--- src/rtl/cast_rr_scheduler.sv ---
// cast_rr_scheduler
//   Round-robin arbiter that picks one of N_CH requesting channels per cycle
//   and casts the granted signed fixed-point word from DIN_WIDTH/DIN_POINT
//   to DOUT_WIDTH/DOUT_POINT. Fractional bits are floored or zero-padded.
//   Integer overflow saturates and is flagged on 'warning'. The result is
//   registered, so latency is one cycle.
//
// Optional feature (macro CAST_SAT_CNT_EN):
//   When defined, each channel has a sticky-at-max saturation counter that
//   is exported on sat_cnt and cleared by sat_clr. When undefined, sat_cnt
//   is tied to 0 and sat_clr is ignored.
//
// Ports
//   clk        : clock, rising edge
//   rst        : synchronous active-high reset
//   din        : N_CH packed input words, channel i at [i*DIN_WIDTH +: DIN_WIDTH]
//   din_valid  : per-channel request
//   din_ready  : per-channel accept (one-hot or zero, combinational)
//   dout       : cast result
//   dout_valid : dout/dout_ch/warning are valid
//   dout_ready : downstream accept
//   dout_ch    : source channel of dout
//   warning    : 0 ok, 1 positive saturation, 2 negative saturation
//   sat_cnt    : per-channel saturation counters, CNT_WIDTH each
//   sat_clr    : clears all saturation counters
module cast_rr_scheduler #(
  parameter int N_CH       = 4,
  parameter int DIN_WIDTH  = 16,
  parameter int DIN_POINT  = 8,
  parameter int DOUT_WIDTH = 8,
  parameter int DOUT_POINT = 4,
  parameter int CNT_WIDTH  = 16
) (
  input  logic                         clk,
  input  logic                         rst,
  input  logic [N_CH*DIN_WIDTH-1:0]    din,
  input  logic [N_CH-1:0]              din_valid,
  output logic [N_CH-1:0]              din_ready,
  output logic [DOUT_WIDTH-1:0]        dout,
  output logic                         dout_valid,
  input  logic                         dout_ready,
  output logic [$clog2(N_CH)-1:0]      dout_ch,
  output logic [1:0]                   warning,
  output logic [N_CH*CNT_WIDTH-1:0]    sat_cnt,
  input  logic                         sat_clr
);

  localparam int CH_W = $clog2(N_CH);
  // Wide enough to hold the input scaled by 2^DOUT_POINT and any output value.
  localparam int WIDE = DIN_WIDTH + DOUT_WIDTH + DOUT_POINT;

  localparam logic signed [WIDE-1:0] MAX_OUT =
    {{(WIDE-DOUT_WIDTH+1){1'b0}}, {(DOUT_WIDTH-1){1'b1}}};
  localparam logic signed [WIDE-1:0] MIN_OUT =
    {{(WIDE-DOUT_WIDTH+1){1'b1}}, {(DOUT_WIDTH-1){1'b0}}};

  logic [CH_W-1:0]           last_grant;
  logic [CH_W-1:0]           grant_idx;
  logic                      grant_found;
  logic [CH_W:0]             search_sum;
  logic [CH_W-1:0]           cand;
  logic                      stage_free;
  logic                      xfer;
  logic [DIN_WIDTH-1:0]      sel_din;
  logic signed [WIDE-1:0]    ext;
  logic signed [WIDE-1:0]    aligned;
  logic [DOUT_WIDTH-1:0]     cast_dout;
  logic [1:0]                cast_warn;

  assign stage_free = !dout_valid || dout_ready;

  // Round-robin search starting one past the last granted channel. The sum
  // is one bit wider than the index so non-power-of-two N_CH wraps correctly.
  always_comb begin
    grant_found = 1'b0;
    grant_idx   = '0;
    search_sum  = '0;
    cand        = '0;
    for (int k = 1; k <= N_CH; k++) begin
      search_sum = {1'b0, last_grant} + (CH_W+1)'(k);
      if (search_sum >= (CH_W+1)'(N_CH))
        search_sum = search_sum - (CH_W+1)'(N_CH);
      cand = search_sum[CH_W-1:0];
      if (!grant_found && din_valid[cand]) begin
        grant_found = 1'b1;
        grant_idx   = cand;
      end
    end
  end

  always_comb begin
    din_ready = '0;
    if (grant_found && stage_free && !rst)
      din_ready[grant_idx] = 1'b1;
  end

  assign xfer    = |din_ready;
  assign sel_din = din[grant_idx*DIN_WIDTH +: DIN_WIDTH];

  // Scaling by 2^DOUT_POINT then arithmetic-shifting by DIN_POINT yields
  // floor truncation or zero padding of the fraction in one expression.
  // Overflow can only occur when the output has fewer integer bits.
  always_comb begin
    ext     = {{(WIDE-DIN_WIDTH){sel_din[DIN_WIDTH-1]}}, sel_din};
    aligned = (ext <<< DOUT_POINT) >>> DIN_POINT;
    if (aligned > MAX_OUT) begin
      cast_dout = {1'b0, {(DOUT_WIDTH-1){1'b1}}};
      cast_warn = 2'd1;
    end else if (aligned < MIN_OUT) begin
      cast_dout = {1'b1, {(DOUT_WIDTH-1){1'b0}}};
      cast_warn = 2'd2;
    end else begin
      cast_dout = aligned[DOUT_WIDTH-1:0];
      cast_warn = 2'd0;
    end
  end

  // Output register. A held word stays put until accepted; a reset drops it.
  always_ff @(posedge clk) begin
    if (rst) begin
      dout       <= '0;
      dout_valid <= 1'b0;
      dout_ch    <= '0;
      warning    <= 2'd0;
      last_grant <= CH_W'(N_CH-1);
    end else if (xfer) begin
      dout       <= cast_dout;
      dout_valid <= 1'b1;
      dout_ch    <= grant_idx;
      warning    <= cast_warn;
      last_grant <= grant_idx;
    end else if (dout_valid && dout_ready) begin
      dout_valid <= 1'b0;
    end
  end

`ifdef CAST_SAT_CNT_EN
  logic [CNT_WIDTH-1:0] cnt_q [N_CH];

  // Counters stick at all-ones; a clear beats a same-cycle increment.
  always_ff @(posedge clk) begin
    if (rst || sat_clr) begin
      for (int i = 0; i < N_CH; i++)
        cnt_q[i] <= '0;
    end else if (xfer && cast_warn != 2'd0 && cnt_q[grant_idx] != '1) begin
      cnt_q[grant_idx] <= cnt_q[grant_idx] + CNT_WIDTH'(1);
    end
  end

  always_comb begin
    sat_cnt = '0;
    for (int i = 0; i < N_CH; i++)
      sat_cnt[i*CNT_WIDTH +: CNT_WIDTH] = cnt_q[i];
  end
`else
  logic unused_sat_clr;
  assign unused_sat_clr = sat_clr;
  assign sat_cnt        = '0;
`endif

endmodule
--- config.mk ---
export PLATFORM = sky130hd
export DESIGN_NAME = cast_rr_scheduler
export DESIGN_NICKNAME = d
export VERILOG_FILES = /design/src/rtl/cast_rr_scheduler.sv
export SDC_FILE = /design/constraint.sdc
export NUM_CORES = 1
export LEC_CHECK = 0
export CAP_MARGIN = 15
export CORE_ASPECT_RATIO = 1.1
export CORE_MARGIN = 2
export CORE_UTILIZATION = 33
export DETAILED_ROUTE_END_ITERATION = 8
export GPL_TIMING_DRIVEN = 1
export PLACE_DENSITY = 0.95
export SYNTH_ARGS = -nofsm -noshare
export SYNTH_HDL_FRONTEND = slang
export SYNTH_SLANG_ARGS = --single-unit
--- constraint.sdc ---
create_clock -name clk -period 4.3 [get_ports clk]
set_input_delay 0.645 -clock clk [delete_from_list [all_inputs] [get_ports clk]]
set_output_delay 0.645 -clock clk [all_outputs]
set_load 0.01 [all_outputs]
* Word level (Yosys, flattened, before mapping)
Cells that the tools add are included.
** Operators by class
- Shift operators :: 1
- $lt $le $gt $ge :: 12
- Reductions and logical operators :: 15
- Mux-type cells :: 29
- $add $sub $neg :: 8
** Operators with widths (number)
- indexed part select 64 x 7 -> 16 bit :: 1
- two-way mux 2 bit :: 10
- two-way mux 8 bit :: 2
- less-than comparator 2 x 3 -> 1 bit, second input constant :: 5
- >= comparator 3 bit, second input constant :: 4
- > comparator 12 x 8 -> 1 bit, second input constant :: 1
- less-than comparator 12 x 8 -> 1 bit, second input constant :: 1
- two-way mux 1 bit :: 11
- binary-select mux 1 bit (select 2 bit) :: 4
- subtractor 2 x 1 -> 2 bit, second input constant :: 4
- logical AND 1 bit :: 7
- adder 2 x 2 -> 3 bit, second input constant :: 2
- logical NOT 1 bit :: 5
- two-way mux 4 bit :: 1
- OR reduction 4 bit :: 1
- adder 2 x 1 -> 3 bit, second input constant :: 1
- adder 2 x 3 -> 3 bit, second input constant :: 1
- demux 1 bit (select 2 bit) :: 1
- >= comparator 2 x 1 -> 1 bit, second input constant :: 1
- nonzero test 2 bit :: 1
- logical OR 1 bit :: 1
** Storage, ports and cells
- Word-level logic and storage cells :: 70
- Output and inout port bits :: 81
- Input port bits :: 72
- Bits in registers :: 15

* Longest topological paths before layout
Gate-level depths: netlist of run 1.
- Word-level depth :: 22
- Gate-level depth with buffers :: 9
- Gate-level depth less buffers :: 7

* Worst setup path before layout of run 1
Ideal clock, no wire load.
- Kind :: in2out
- From :: in din_valid[1]
- To :: out din_ready[2]
- Stages on the path :: 5
- Data required time :: 3655 ps
- Path slack :: 1630 ps
- Buffers on the path :: 2
- Data arrival time :: 2025 ps
- Cells stage by stage :: a221o_1 > a21oi_1 > buf_2 > clkbuf_1 > and3_1
** Between the ends
- Cells in the longest elaborated chain, start to end :: 17
- Elaborated cells on any way between the ends :: 30
- Classes of those cells :: 2 x order compare; 19 x mux; 9 x reduce/logical
** Ends and longest elaborated chain
- start: declaration :: RTL line 37 : input logic [N_CH-1:0] din_valid,
- binary-select mux 1 bit (select 2 bit) :: RTL line 84 : if (!grant_found && din_valid[cand]) begin
- two-way mux 1 bit (not written as such) :: RTL line 84
- two-way mux 1 bit :: RTL line 84
- logical NOT 1 bit :: RTL line 84
- logical AND 1 bit :: RTL line 84
- two-way mux 1 bit :: RTL line 84
- logical NOT 1 bit :: RTL line 84
- logical AND 1 bit :: RTL line 84
- two-way mux 1 bit :: RTL line 84
- logical NOT 1 bit :: RTL line 84
- logical AND 1 bit :: RTL line 84
- two-way mux 2 bit :: RTL line 84
- less-than comparator 2 x 3 -> 1 bit (not written as such) or >= comparator 2 x 1 -> 1 bit (tied branches) :: RTL line 94 : din_ready[grant_idx] = 1'b1;
- logical AND 1 bit (not written as such) :: RTL line 94
- two-way mux 1 bit (not written as such) :: RTL line 94
- demux 1 bit (select 2 bit) :: RTL line 94
- two-way mux 4 bit * :: RTL line 93 : if (grant_found && stage_free && !rst)
- end: declaration :: RTL line 38 : output logic [N_CH-1:0] din_ready,
Mark *: on every way between the ends. The rest lies on a longest branch, timed or not. The select of a mux whose other input is x is not followed.

* Worst setup path in the final report of run 1
- From :: in din_valid[2]
- To :: out din_ready[2]
Same word-level chain as after synthesis.

==> metrics.txt, run 1 <==
starting density of the core 0.3404; largest net degree at the start of global routing 17; detailed route wirelength on metal2 between 2000 and 2500 um; clock tree buffer depth 2; sinks on the clock net 15; Crit Path Max Fanout 12; status finished clean; Lkg Pwr 0.9346 nW; minimum clock period 3592 ps; number of standard-cell rows in the floorplan 26; number of I/O pins 153; Final Max Tran Viols 0; fraction of the mapped netlist area in adder cells 0; number of DRC violations after detailed routing 0; RSZ-0062 raised after global routing no; via total after detailed routing 1415; number of antenna violations at the first check in global routing 0; level count of the clock H-tree 1; portion of netlist area occupied by mux cells 0.1971; first-iteration detailed-routing DRC count 52; Final Setup Violations 0; multi-input combinational cell area 980.9 um2; area growth from synthesis to layout 38.30%; Max IR drop VDD ~120 uV; TritonCTS clock tree done; post-route clock period utilization 0.8354; Post-Place Worst Slack 571.6 ps; Placement Cell Area 2115 um2; Hold Violations, Final 0; clk_lat worst skew ~250 ps; portion of the post-synthesis area used by sequential elements 0.1923; global-route wire length before repair 6058 um; compound-gate portion of the synthesized area 0.1362; average footprint of a synthesized cell 8.175 um2; full die area 5299 um2; kind of critical path input port to primary output; # nets final about 340; dominant combinational cell family by area after synthesis buffers and inverters; number of warning messages in the yosys log 0; Cell Int Power 0.0003824 W; overall track demand over capacity in global routing 0.1408; logic gate share of total power 0.514; antenna diode instance count 0; cells resized by post-CTS repair 0; total negative setup slack 0 ps; Initial DRT Pass Iterations 4; Met1 Wirelength about 1400 um; share of the synthesized netlist area taken by xor and xnor gates 0; met3 routed wirelength around 400 um; kind of path behind the tightest hold check register to register; Layout fillers 466; actual slew at the worst max-slew pin around 640 ps; register clock-pin slew on the reported worst setup and hold paths 60 ps; ratio of cells with drive above 1 in the final layout 0.09160; largest clock skew in the final design about 1 ps; ratio of total power to cell area 276.8 nW/um2; Sequential cell area 300.3 um2; count of input and output buffers 71; critical path data arrival time 2950 ps; gp weighted congestion 0.7108; mapped cell area roughly 1600 um2; count of state elements after synthesis 15; number of CTS-inserted buffers 3; cell area after layout ~2200 um2; Post-CTS Repair Setup Buffers 0; part of the total power dissipated in sequential elements 0.289; total length of routed wires 3934 um; total congestion overflow 0; number of global-route vias before repair 1312; core occupancy in the finished layout 0.4708; type of destination of the critical path primary output; top layer reached by signal wires met4; relative contribution of the clock network to total power 0.197; Detail Placement HPWL 3200 um; startpoint class of the critical path input port; wire per inst 12.37 um; Clk Tree Root Cell clkbuf_8; max-cap violations 0; required time of the critical path 3650 ps; die height 76.15 um; simple-gate area share of the yosys netlist 0.1306; Floorplan Core Area 4587 um2; number of vias per cell after detailed routing 4.450; number of hold buffers added after cts 0; Switch Pwr 0.0002153 W; maximum frequency from static timing analysis 278.4 MHz; Switching Fraction 0.3602; post-route antenna net violation count 0; worst path setup slack after routing 707.8 ps; count of mapped cells out of synthesis 191; number of library cell types mapped by synthesis 33; chip width 69.59 um; normalized max-slew margin 0.5710
## registers in the layout, summed over array words and instances (netlist names)
| name | cells |
|---|---|
| dout | 8 |
| dout_valid | 1 |
| last_grant | 2 |
| dout_ch | 2 |
| warning | 2 |
## path summary, 6_finish.rpt
check / start / slack [ps] / cells past startpoint / end
worst max register to register: last_grant[0]$_SDFFE_PP1P_ / 1450 / 7 / dout[2]$_SDFFE_PP0P_
worst min-delay path: warning[0]$_SDFFE_PP0P_ / 450 / 2 / warning[0]$_SDFFE_PP0P_
worst min register to register: warning[0]$_SDFFE_PP0P_ / 450 / 2 / warning[0]$_SDFFE_PP0P_
worst max-delay path: din_valid[2] / 710 / 6 / din_ready[2]
## layer usage
metal  vias up  track usage
met2        89       0.2635
li1        674            -
met3         5      0.03439
met1       647       0.1558
met4         0      0.03922
met5         -            0
## through the flow
step | hold slack [ps] | total power (W) | std cells
4_1_cts | 454.6 | 0.0006012 | 318
5_1_grt | 474.3 | 0.0006347 | 318
2_1_floorplan | 466.6 | 0.0003970 | 254
3_5_place_dp | 444.8 | 0.0004835 | 314
6_report | 448.4 | 0.0005978 | 318
3_3_place_gp | 434.4 | 0.0004780 | 314
## placed cells by master, fill, tap and decap left out, types with 2 or more instances in the layout
master | netlist | final
a31oi_1 | 7 | 7
dfxtp_1 | 15 | 15
inv_1 | 2 | 2
o21a_1 | 2 | 2
a21oi_1 | 3 | 2
nand2_1 | 21 | 21
nor3_1 | 3 | 2
conb_1 | 1 | 64
mux2_2 | 10 | 10
a22oi_1 | 2 | 2
nor2b_1 | 2 | 2
clkdlybuf4s50_1 | 0 | 71
clkbuf_8 | 0 | 3
buf_4 | 64 | 6
nand2b_1 | 2 | 2
nor2_1 | 9 | 9
mux2i_1 | 18 | 18
o2111ai_1 | 7 | 7
## power by group through the flow
stage,combinational [W],clock [W],sequential [W]
after floorplan,0.000215,0,0.000182
after global placement,0.000303,0,0.000175
after detailed placement,0.000308,0,0.000175
after CTS,0.000310,0.000119,0.000173
after global routing,0.000333,0.000126,0.000175
final,0.000307,0.000118,0.000173
## cell type report
type	count	share of cell area
Clock buffer	4	0.02086
Inverter	2	0.003476
Multi-Input combinational cell	164	0.4542
Sequential cell	15	0.1390
Tap cell	56	0.03244
Timing Repair Buffer	77	0.3499
## synthesized netlist by cell type, drive strengths merged
| library cell | number | share of area |
|---|---|---|
| inv | 2 | 0.0048 |
| a221o | 1 | 0.0064 |
| nor4 | 1 | 0.0040 |
| nand3 | 1 | 0.0032 |
| mux2i | 18 | 0.12 |
| buf | 68 | 0.32 |
| a22oi | 2 | 0.0096 |
| nand4 | 1 | 0.0040 |
| o21ai | 1 | 0.0032 |
| clkbuf | 5 | 0.012 |
| nor2b | 2 | 0.0080 |
| nand3b | 1 | 0.0048 |
| a21oi | 3 | 0.0096 |
| a211oi | 2 | 0.013 |
| nor3 | 3 | 0.0096 |
| dfxtp | 15 | 0.19 |
| mux2 | 11 | 0.082 |
| o2111ai | 7 | 0.039 |
| a31oi | 7 | 0.028 |
| nand2 | 21 | 0.050 |
| nand2b | 2 | 0.0080 |
| or3 | 1 | 0.0040 |
| o21a | 2 | 0.0096 |
| nor3b | 1 | 0.0048 |
| conb | 1 | 0.0024 |
| and2 | 1 | 0.0040 |
| nor2 | 9 | 0.022 |
| and3 | 1 | 0.0040 |
| o41ai | 1 | 0.018 |
## critical path: stages
cell             delay (ps)
clkdlybuf4s50_1         550
inv_1                    60
a221o_1                 350
a21oi_2                 550
and3_1                  270
clkdlybuf4s50_1         530
## cell families after synthesis
| family | after synthesis |
|---|---|
| other cells | 1 |
| buf+inv | 75 |
| simple gates | 45 |
| mux | 29 |
| compound gates | 26 |
| flops | 15 |
No activity file was read; power rests on OpenSTA's default activity.
==> run 2: changes to the inputs <==
CORE_UTILIZATION = 30   (was 33)
PLACE_DENSITY = 0.9   (was 0.95)
clock period = 3.4 ns   (was 4.3 ns; I/O delays follow)
==> run 2 against run 1 <==
Power grew 27%. Via count is 1.1% lower. Count of clock-buffer cells in the layout did not move. Core utilization fell by 3.2 points. Sequential share of layout area fell by 0.21 points. Flip-flop and latch count stayed put. Hold slack improved by 1.8 ps. Global-route usage decreased by 1.3 points. Combinational power rose by 31%. Largest power group unchanged. Highest routed layer unchanged.
==> metrics.txt, run 2 (synthesized netlist as in run 1, its figures left out) <==
max-cap violations 0 (unchanged); TritonCTS clock tree done (unchanged); Clk Tree Root Cell clkbuf_8 (unchanged); Switch Pwr 0.0002662 W (was 0.0002153 W); multi-input combinational cell area 980.9 um2 (unchanged); Sequential cell area 300.3 um2 (unchanged); final cell count without fillers 324 (was 318); number of global-route vias before repair 1330 (was 1312); number of I/O pins 153 (unchanged); number of standard-cell rows in the floorplan 27 (was 26); post-route antenna net violation count 0 (unchanged); slack of the worst reg-to-reg path 900 ps (was 1450 ps); Post-CTS Repair Setup Buffers 0 (unchanged); via total after detailed routing 1400 (was 1415); clock tree buffer depth 2 (unchanged); Biggest register dout (unchanged); level count of the clock H-tree 1 (unchanged); startpoint class of the critical path input port (unchanged); number of CTS-inserted buffers 3 (unchanged); number of hold buffers added after cts 0 (unchanged); RSZ-0062 raised after global routing no (unchanged); Final Max Tran Viols 0 (unchanged); part of the total power dissipated in sequential elements 0.286 (was 0.289); startpoint of the worst register-to-register path last_grant[0]$_SDFFE_PP1P_ (unchanged); count of input and output buffers 71 (unchanged); Initial DRT Pass Iterations 4 (unchanged); chip width 72.79 um (was 69.59 um); kind of path behind the tightest hold check register to register (unchanged); number of DRC violations after detailed routing 0 (unchanged); antenna diode instance count 0 (unchanged); first-iteration detailed-routing DRC count 25 (was 52); most frequent cells in the layout clkdlybuf4s50_1, conb_1, nand2_1, mux2i_1, dfxtp_1 (unchanged); total congestion overflow 0 (unchanged); Crit Path Max Fanout 6 (was 12); final worst hold slack 450.2 ps (was 448.4 ps); status finished clean (unchanged); Max IR drop VDD 123.4 uV (was 122.0 uV); # nets final 339 (was 335); type of destination of the critical path primary output (unchanged); minimum clock period 3033 ps; Switching Fraction 0.3506 (was 0.3602); sinks on the clock net 15 (unchanged); ratio of cells with drive above 1 in the final layout 0.1053 (was 0.09160); Hold Violations, Final 0 (unchanged); relative contribution of the clock network to total power 0.186 (was 0.197); area growth from synthesis to layout 40.38% (was 38.30%); full die area 5799 um2 (was 5299 um2); wire per inst 11.92 um (was 12.37 um); Power, Total 0.0007593 W (was 0.0005978 W); clk_lat worst skew 240 ps (was 250 ps); maximum frequency from static timing analysis around 330 MHz; Floorplan Core Area 5000 um2 (was 4587 um2); kind of critical path input port to primary output (unchanged); die height 79.67 um (was 76.15 um); global-route wire length before repair 5782 um (was 6058 um); post-route clock period utilization 0.8919; largest clock skew in the final design 4.687 ps (was 1.004 ps); total negative setup slack 0 ps (unchanged); Final Setup Violations 0 (unchanged); gp weighted congestion 0.7089 (was 0.7108); endpoint of the worst-slack reg-to-reg timing path dout[4]$_SDFFE_PP0P_ (was dout[2]$_SDFFE_PP0P_); overall track demand over capacity in global routing 0.1278 (was 0.1408); Layout fillers 517 (was 466); Detail Placement HPWL 3232 um (was 3200 um); register clock-pin slew on the reported worst setup and hold paths 60 ps (about the same); critical path data arrival time 2520 ps (was 2950 ps); Cell Int Power 0.0004931 W (was 0.0003824 W); number of flip-flops in the largest register 8 (unchanged); number of antenna violations at the first check in global routing 0 (unchanged); cell depth of the worst flop-to-flop path 9 (was 7); starting density of the core 0.3123 (was 0.3404); largest net degree at the start of global routing 16 (was 17); cells resized by post-CTS repair 0 (unchanged); number of vias per cell after detailed routing 4.321 (was 4.450); Hold Path Sink warning[0]$_SDFFE_PP0P_ (unchanged); total length of routed wires 3862 um (was 3934 um); most common cell after layout, fill and taps aside clkdlybuf4s50_1 (unchanged); Worst Hold Path Cells 2 (unchanged); ratio of total power to cell area 346.4 nW/um2 (was 276.8 nW/um2); required time of the critical path 2890 ps (was 3650 ps); logic gate share of total power 0.528 (was 0.514); Lkg Pwr 0.9546 nW (was 0.9346 nW); startpoint of the tightest hold check path warning[0]$_SDFFE_PP0P_ (unchanged); cell count after placement 320 (was 314)
-- run 2: cell count changes in the layout (fill, tap and decap cells not counted), sizes merged --
cell	previous run	this run
buf	6	10
-- run 2: layer usage --
metal | GRT usage | share of wire | vias up
li1 | - | - | 683
met1 | 0.1289 | 0.35 | 629
met2 | 0.2336 | 0.51 | 80
met3 | 0.04293 | 0.11 | 8
met4 | 0.05741 | 0.021 | 0
met5 | 0 | 0 | -
-- run 2: layout make-up --
cell class / count / area share
Timing Repair Buffer: 81 / 0.3584
Inverter: 2 / 0.003425
Multi-Input combinational cell: 164 / 0.4475
Tap cell: 58 / 0.03311
Clock buffer: 4 / 0.02055
Sequential cell: 15 / 0.1370
-- run 2: per-stage QoR --
stage                     area (um2)  utilization  setup slack, ps
after global placement          2147       0.4294            257.1
after detailed placement        2147       0.4294            219.4
final                           2192       0.4384            367.5
after floorplan                 1798            -            907.5
after global routing            2192       0.4384            236.9
after CTS                       2192       0.4384            362.7
-- run 2: power groups by stage --
stage / registers [W] / clock network [W] / logic (W)
2_1_floorplan: 0.000231 / 0 / 0.000271
3_3_place_gp: 0.000220 / 0 / 0.000397
3_5_place_dp: 0.000221 / 0 / 0.000403
4_1_cts: 0.000218 / 0.000146 / 0.000405
5_1_grt: 0.000221 / 0.000156 / 0.000437
6_report: 0.000217 / 0.000141 / 0.000401
-- run 2: how the worst max path moves through the flow --
stage                 startpoint              endpoint  slack (ps)  cells after the start
floorplan           din_valid[1]  dout[1]$_SDFFE_PP0P_         910                      7
global placement    din_valid[1]  dout[3]$_SDFFE_PP0P_         260                     11
detailed placement  din_valid[2]  dout[4]$_SDFFE_PP0P_         220                     10
CTS                 din_valid[1]          din_ready[0]         360                      7
global route        din_valid[1]          din_ready[0]         240                      7
finish              din_valid[1]          din_ready[0]         370                      7
-- run 2: critical path: stages --
cell and delay [ps]:
clkdlybuf4s50_1 560, nor4_1 90, buf_4 150, or3_1 380
nor2_1 150, and2_1 150, clkdlybuf4s50_1 530
